===== src/rtl/nn_pkg.sv =====
// Shared constants, argmax FSM state type and the signed saturating add used by the bias path.
package nn_pkg;

   localparam int NN_NEURON_N = 10;
   localparam int NN_VAL_SIZE = 26;
   localparam int NN_IDX_W    = 4;

   typedef enum logic [1:0] {
      IDLE    = 2'd0,
      COLLECT = 2'd1,
      HOLD    = 2'd2
   } argmax_state_t;

   // One extra bit of headroom exposes overflow as a disagreement between the top two sum bits
   function automatic logic [NN_VAL_SIZE-1:0] sat_add(
      input logic [NN_VAL_SIZE-1:0] a,
      input logic [NN_VAL_SIZE-1:0] b
   );
      logic [NN_VAL_SIZE:0] sum;
      sum = {a[NN_VAL_SIZE-1], a} + {b[NN_VAL_SIZE-1], b};
      if (sum[NN_VAL_SIZE] != sum[NN_VAL_SIZE-1]) begin
         if (sum[NN_VAL_SIZE]) begin
            sat_add = {1'b1, {(NN_VAL_SIZE-1){1'b0}}};
         end else begin
            sat_add = {1'b0, {(NN_VAL_SIZE-1){1'b1}}};
         end
      end else begin
         sat_add = sum[NN_VAL_SIZE-1:0];
      end
   endfunction

endpackage


===== src/rtl/sat_add_signed.sv =====
// Combinational signed adder that clamps to the representable two's-complement range.
module sat_add_signed
   import nn_pkg::*;
#(
   parameter int W = NN_VAL_SIZE
) (
   input  logic [W-1:0] i_a,
   input  logic [W-1:0] i_b,
   output logic [W-1:0] o_sum
);

   if (W == NN_VAL_SIZE) begin : g_pkg_width
      assign o_sum = sat_add(i_a, i_b);
   end else begin : g_any_width
      logic [W:0] w_sum;

      // Same overflow rule as the package helper, for non-default widths
      always_comb begin
         w_sum = {i_a[W-1], i_a} + {i_b[W-1], i_b};
         if (w_sum[W] != w_sum[W-1]) begin
            if (w_sum[W]) begin
               o_sum = {1'b1, {(W-1){1'b0}}};
            end else begin
               o_sum = {1'b0, {(W-1){1'b1}}};
            end
         end else begin
            o_sum = w_sum[W-1:0];
         end
      end
   end

endmodule


===== src/rtl/neuron_argmax.sv =====
// Final classification stage: collects NEURON_N signed scores per frame and reports the argmax.
// Optional per-class bias table is enabled by defining NEURON_ARGMAX_BIAS_EN.
module neuron_argmax
   import nn_pkg::*;
#(
   parameter int NEURON_N = NN_NEURON_N,
   parameter int VAL_SIZE = NN_VAL_SIZE,
   parameter int IDX_W    = NN_IDX_W
) (
   input  logic                clk,
   input  logic                GlobalReset,
   input  logic                in_valid,
   output logic                in_ready,
   input  logic [VAL_SIZE-1:0] value,
   output logic                out_valid,
   input  logic                out_ready,
   output logic [IDX_W-1:0]    class_idx,
   output logic [VAL_SIZE-1:0] max_value,
   output logic                busy
`ifdef NEURON_ARGMAX_BIAS_EN
   ,
   input  logic                bias_we,
   input  logic [IDX_W-1:0]    bias_addr,
   input  logic [VAL_SIZE-1:0] bias_data
`endif
);

   argmax_state_t       r_state;
   logic [IDX_W-1:0]    r_count;
   logic [IDX_W-1:0]    r_run_idx;
   logic [IDX_W-1:0]    r_class_idx;
   logic [VAL_SIZE-1:0] r_run_max;
   logic [VAL_SIZE-1:0] r_max_value;
   logic                r_in_ready;
   logic                r_out_valid;
   logic                r_busy;

   logic [VAL_SIZE-1:0] w_score;
   logic                w_in_fire;
   logic                w_out_fire;
   logic                w_last;
   logic                w_take;

`ifdef NEURON_ARGMAX_BIAS_EN
   logic [VAL_SIZE-1:0] r_bias [NEURON_N];

   // Bias table write port; the score path reads the value held before this edge
   always_ff @(posedge clk) begin
      if (GlobalReset) begin
         for (int i = 0; i < NEURON_N; i++) begin
            r_bias[i] <= '0;
         end
      end else if (bias_we && (int'(bias_addr) < NEURON_N)) begin
         r_bias[bias_addr] <= bias_data;
      end
   end

   // r_count is 0 in IDLE, so it always names the class of the score on the bus
   sat_add_signed #(.W(VAL_SIZE)) u_bias_add (
      .i_a   (value),
      .i_b   (r_bias[r_count]),
      .o_sum (w_score)
   );
`else
   assign w_score = value;
`endif

   assign w_in_fire  = in_valid && r_in_ready;
   assign w_out_fire = r_out_valid && out_ready;
   assign w_last     = (r_count == IDX_W'(NEURON_N - 1));
   assign w_take     = $signed(w_score) > $signed(r_run_max);

   // Frame collection FSM; strict greater-than keeps the lowest index on ties
   always_ff @(posedge clk) begin
      if (GlobalReset) begin
         r_state     <= IDLE;
         r_count     <= '0;
         r_run_idx   <= '0;
         r_run_max   <= '0;
         r_class_idx <= '0;
         r_max_value <= '0;
         r_in_ready  <= 1'b1;
         r_out_valid <= 1'b0;
         r_busy      <= 1'b0;
      end else begin
         case (r_state)
            IDLE: begin
               if (w_in_fire) begin
                  r_run_max <= w_score;
                  r_run_idx <= '0;
                  r_count   <= IDX_W'(1);
                  r_busy    <= 1'b1;
                  r_state   <= COLLECT;
               end
            end
            COLLECT: begin
               if (w_in_fire) begin
                  if (w_last) begin
                     r_max_value <= w_take ? w_score : r_run_max;
                     r_class_idx <= w_take ? r_count : r_run_idx;
                     r_out_valid <= 1'b1;
                     r_in_ready  <= 1'b0;
                     r_busy      <= 1'b0;
                     r_count     <= '0;
                     r_state     <= HOLD;
                  end else begin
                     if (w_take) begin
                        r_run_max <= w_score;
                        r_run_idx <= r_count;
                     end
                     r_count <= r_count + IDX_W'(1);
                  end
               end
            end
            HOLD: begin
               if (w_out_fire) begin
                  r_out_valid <= 1'b0;
                  r_in_ready  <= 1'b1;
                  r_state     <= IDLE;
               end
            end
            default: begin
               r_state     <= IDLE;
               r_count     <= '0;
               r_in_ready  <= 1'b1;
               r_out_valid <= 1'b0;
               r_busy      <= 1'b0;
            end
         endcase
      end
   end

   assign in_ready  = r_in_ready;
   assign out_valid = r_out_valid;
   assign class_idx = r_class_idx;
   assign max_value = r_max_value;
   assign busy      = r_busy;

endmodule


===== config.mk =====
export PLATFORM = sky130hd
export DESIGN_NAME = neuron_argmax
export DESIGN_NICKNAME = d
export VERILOG_FILES = /design/src/rtl/nn_pkg.sv /design/src/rtl/sat_add_signed.sv /design/src/rtl/neuron_argmax.sv
export SDC_FILE = /design/constraint.sdc
export NUM_CORES = 1
export LEC_CHECK = 0
export BUFFER_PORTS_ARGS = -buffer_cell sky130_fd_sc_hd__buf_2
export CORE_MARGIN = 3
export CORE_UTILIZATION = 50
export DETAILED_ROUTE_END_ITERATION = 12
export PLACE_DENSITY = 0.86
export SLEW_MARGIN = 20
export SYNTH_ARGS = -nofsm -noshare
export SYNTH_HDL_FRONTEND = slang
export SYNTH_SLANG_ARGS = --single-unit

===== constraint.sdc =====
create_clock -name clk -period 2.7 [get_ports clk]
set_input_delay 0.27 -clock clk [delete_from_list [all_inputs] [get_ports clk]]
set_output_delay 0.27 -clock clk [all_outputs]
set_load 0.01 [all_outputs]

---- After elaboration in Yosys (flattened, before gate mapping) ----
Index checks and enable logic that the tools add are counted.
operators by class
  magnitude comparators ................... 1
  reduce and logical (&&, ||, !) cells .... 10
  muxes and demuxes ....................... 29
  $add $sub $neg .......................... 1
  bitwise logic cells ..................... 2
  equality and inequality tests ........... 8
operators with widths
  kind                                            count
  2-to-1 mux 26 bit                               4
  case mux 26 bit (2 select lines)                1
  2-to-1 mux 4 bit                                7
  > comparator 26 bit                             1
  AND reduction 4 bit                             4
  case mux 4 bit (3 select lines)                 1
  != test 2 bit (second input constant)           5
  case mux 1 bit (3 select lines)                 3
  2-to-1 mux 2 bit                                4
  case mux 4 bit (2 select lines)                 1
  2-to-1 mux 1 bit                                7
  case mux 2 bit (3 select lines)                 1
  AND reduction 3 bit                             2
  adder 4 x 1 -> 4 bit (second input constant)    1
  == test 4 bit (second input constant)           1
  == test 2 x 1 -> 1 bit (second input constant)  1
  == test 2 bit (second input constant)           1
  logical AND 1 bit                               2
  zero test 2 bit                                 1
  inverter 1 bit                                  2
  nonzero test 2 bit                              1
storage, ports and cells
  output and inout port bits .............. 33
  bits in registers ....................... 69
  input port bits ......................... 30

---- Depth between registers and ports, before layout ----
  depth after elaboration ................. 5
  depth in mapped cells ................... 11
  mapped depth without buffers ............ 9

---- Worst setup path before layout ----
OpenSTA, ideal clock, no wires.
  path type ............................... reg2reg
  start ................................... register r_run_max[25]
  end ..................................... register r_max_value[10], in the netlist max_value[10]
  data required time ...................... 2,614 ps
  stages on the path, launching flop included .. 12
  path slack .............................. 62 ps
  path buffers ............................ 2
  arrival ................................. 2,553 ps
  period minus slack after synthesis ...... 2,638 ps
  path through ............................ dfxtp_1 -> inv_1 -> ha_1 -> and4_1 -> nand4_1 -> or3_1 -> o221ai_2 -> mux2_1 -> buf_6 -> buf_12 -> mux2i_1 -> a211oi_1
on the way
  cells in the longest elaborated chain, start to end .. 2
RTL lines
  what                      line                  RTL
  start: declaration        neuron_argmax.sv:32   logic [VAL_SIZE-1:0] r_run_max;
  start signal: assignment  neuron_argmax.sv:89   r_run_max <= w_score;
  start signal: assignment  neuron_argmax.sv:108  r_run_max <= w_score;
  > comparator 26 bit       neuron_argmax.sv:71   assign w_take = $signed(w_score) > $signed(r_run_max);
  2-to-1 mux 26 bit         n/a
  end signal: assignment    neuron_argmax.sv:99   r_max_value <= w_take ? w_score : r_run_max;
  end: declaration          neuron_argmax.sv:33   logic [VAL_SIZE-1:0] r_max_value;
No other way between the ends.
A chain may end at the register's enable or synchronous reset.

---- Final worst setup path ----
  start ................................... register r_run_max[7]
  end ..................................... register r_run_max[13]
on the way
  cells in the longest elaborated chain, start to end .. 5
RTL lines
  what                              line
  > comparator 26 bit               neuron_argmax.sv:71
  2-to-1 mux 26 bit (3 in series)   n/a
  case mux 26 bit (2 select lines)  n/a
No other way between the ends. The select of a mux whose other input is x is not followed.

==> summary.md <==
| Metric | Value |
|---|---|
| Status | completed |
| Cell variety after synth | 38 |
| First-pass GRT wire length | between 10 and 15 mm |
| Crit path required time | approximately 3000 ps |
| Async set-or-reset flop fraction in the synthesized netlist | 0% |
| Ys flop type | dfxtp_1 |
| Post-synthesis sequential area ratio | 36.34% |
| Ports | 63 |
| Number of inserted diodes | 0 |
| Share of cells above drive strength 1 | a little over 30% |
| Port Buffers | 62 |
| Top post-synthesis cells by area | dfxtp_1 (36%), mux2i_1 (14%), ha_1 (9.2%), nand2b_1 (8.7%), a211oi_1 (6.1%) |
| Crit path launch type | flop |
| R2r setup slk | slightly below 10 ps |
| Mapped Area | 0.003801 mm2 |
| FF-to-FF End | r_run_max[13] |
| Synth Register Bits | 69 |
| Synth area leader | dfxtp_1 |
| Hpwl dp | about 6.1 mm |
| Placed cells | 591 |
| Initial antenna violation count | 0 |
| Vias per cell | roughly 5.3 |
| Leak pwr | 2.090 nW |
| H-tree depth | 3 |
| Total wire length | ~9.0 mm |
| Syn Area/Cell | ~9 um2 |
| Finished Layout Cells | roughly 600 |
| Hold Crit Class | input port to flop |
| Final Hold Viols | 0 |
| Synth Area in XOR/XNOR | 0% |
| Largest net degree at the start of global routing | 44 |
| EDFF count, synth | 0 |
| Setup TNS | 0 ps |
| CP Capture Type | flop |
| Post-synthesis simple-gate area fraction | between 10% and 20% |
| Max-cap violations | 0 |
| Crit-path max FO | 6 |
| R2r startpoint | r_run_max[7] |
| Fmax achieved | around 0.37 GHz |
| Worst rel slew slack | approximately half |
| Worst-Skew Late Latency | 340 ps |
| Compound-Gate Fraction of Synth Area | roughly an eighth |
| Routability cong. | approximately 0.8 |
| Total die area | ~0.0087 mm2 |
| Post-DRT Antenna Nets | 0 |
| Synth Area in Adders | a little under a tenth |
| Core Rows | 31 |
| Post-synth top area share | 36.34% |
| Main combinational cell family by area after synthesis | simple AND/OR/NAND/NOR gates |
| Pre-CTS WS | -282.4 ps |
| Remaining DRCs | 0 |
| GRT Residual Overflow | 0 |
| Worst Slack Setup Final | 9.777 ps |
| Crit Path Class | flop to flop |
| Warnings from Yosys | 0 |
| Routed WL per cell | ~15 um |
| Power per cell area | between 500 and 600 mW/mm2 |
| Final Critical Period | approximately 2700 ps |
| Period utilization | between 90% and 100% |
| Post-Route Utilization | about two thirds |
| Number of global-route vias before repair | around 3200 |
| Peak VDD IR | approximately 0.27 mV |
| Max Root-Sink Buffers | 2 |
| Top cells by count, synth | dfxtp_1 (69), mux2i_1 (54), nand2b_1 (53), nor2_1 (42), inv_1 (34) |
| Clk sinks | 69 |
| Fillers | approximately 550 |
| Post-Syn Nets | 483 |
| DRT Pass-1 Iters | 4 |
| Tightest Pin Transition | 754.8 ps |
| CP arrival | slightly below 3000 ps |
| CTS Root Cell | clkbuf_8 |
| Final setup viols | 0 |
| Max-slew violation count | 0 |
| Syn Inst Count | about 430 |
| Clk pin slew, worst setup/hold paths | ~70 ps |
| Layout Nets | roughly 570 |
| CP endpoint | r_run_max[13] |
| Core Footprint | 0.007331 mm2 |
| CTS tree | done |
| Die X | between 90 and 100 um |
| Die height | roughly 93 um |
| Unrepaired setup endpoints after global routing | yes |
| Worst R2R Path Depth | 11 |
| Most common cell in the netlist | dfxtp_1 |
| DR vias | 3256 |
| Initial Utilization | about 52% |
| Area Growth Syn to Fin | 27.35% |
| Overall routing resource usage | 21.14% |
| Clock Skews | approximately 8.6 ps |
| Mux cell area share after synthesis | roughly 15% |
| Total CTS buffers | 9 |
| Iteration-0 DRC count of the detailed router | ~140 |
| Crit path from | r_run_max[7] |
-- layout make-up --
| class | instances | area [um2] | area share (%) |
|---|---|---|---|
| Multi-Input combinational cell | 295 | 2316 | 47.84 |
| Sequential cell | 69 | 1396 | 28.84 |
| Timing Repair Buffer | 102 | 699.4 | 14.45 |
| Clock buffer | 14 | 172.7 | 3.567 |
| Inverter | 34 | 127.6 | 2.636 |
| Tap cell | 99 | 123.9 | 2.559 |
| Clock inverter | 1 | 5.005 | 0.1034 |
-- critical path, cell delays in order (launching register included) --
cell	delay (ps)
dfxtp_2	340
inv_2	40
ha_4	200
nand4_1	180
inv_2	80
a2111oi_4	360
buf_4	160
o221ai_2	90
or4b_4	510
o311ai_4	210
buf_12	210
mux2i_2	210
-- layout by cell type, fill, tap and decap left out, drive strengths merged, types with 3 or more instances in the layout --
master / Yosys / layout
nand3b: 4 / 4
o32ai: 4 / 4
mux2i: 54 / 54
nand3: 4 / 4
o21ai: 8 / 8
dfxtp: 69 / 69
ha: 28 / 28
buf: 7 / 102
clkbuf: 20 / 14
a211oi: 31 / 31
nand2b: 53 / 53
a21oi: 21 / 21
inv: 34 / 34
or3: 3 / 3
nor2: 42 / 42
nand2: 16 / 16
nand4: 5 / 5
-- routing by layer --
| metal | part of all wire, % | global-route usage, % | wire length [um] | vias up |
|---|---|---|---|---|
| met5 | 0 | 0 | 0 | - |
| met4 | 1.6 | 7.326 | 145 | 0 |
| met3 | 5.0 | 6.356 | 446 | 11 |
| met2 | 50 | 36.29 | 4522 | 79 |
| met1 | 43 | 25.03 | 3885 | 1521 |
| li1 | - | - | - | 1645 |
-- metrics by stage --
step | power (mW) | hold slack, ps | instance area, um2
final | 2.664 | 216.8 | 4841
after global routing | 2.803 | 205.3 | 4841
after CTS | 2.649 | 209.3 | 4782
after detailed placement | 1.782 | 444.9 | 4372
after global placement | 1.753 | 441.6 | 4372
after floorplan | 1.599 | 425.3 | 3801
-- worst min path at each step --
stage | start | to | slack (ps) | cells after the start
floorplan | value[0] | r_run_max[0] | 430 | 2
global placement | class_idx[2] | class_idx[2] | 440 | 2
detailed placement | class_idx[2] | class_idx[2] | 440 | 2
CTS | value[4] | r_run_max[4] | 210 | 3
global route | value[4] | r_run_max[4] | 210 | 3
finish | value[20] | r_run_max[20] | 220 | 3
-- registers in the layout, summed over array words and instances (netlist names) --
register   cells
max_value     26
r_run_max     26
class_idx      4
r_count        4
r_run_idx      4
r_state        2
busy           1
in_ready       1
out_valid      1
-- report_power, final --
group	switching (mW)	total [mW]	internal [mW]
combinational	0.373	0.779	0.407
sequential	0.0449	1.12	1.08
clock	0.361	0.764	0.403
total	0.778	2.66	1.89
-- cells by family (layout without fill, tap and decap cells) --
kind of cell               Yosys count  after routing
AOI/OAI and AO/OA                   72             72
adders and majority gates           28             28
buffers and inverters               61            151
DFF                                 69             69
muxes                               55             55
and+or+nand+nor                    140            140
-- what timing repair did --
item	4_1_cts	5_1_grt
resized for setup	30	17
hold buffers	0	0
endpoints found under the setup margin	60	60
cloned	2	0
setup buffers	4	2
pin swaps	6	12
Power figures use the tool's default switching activity.
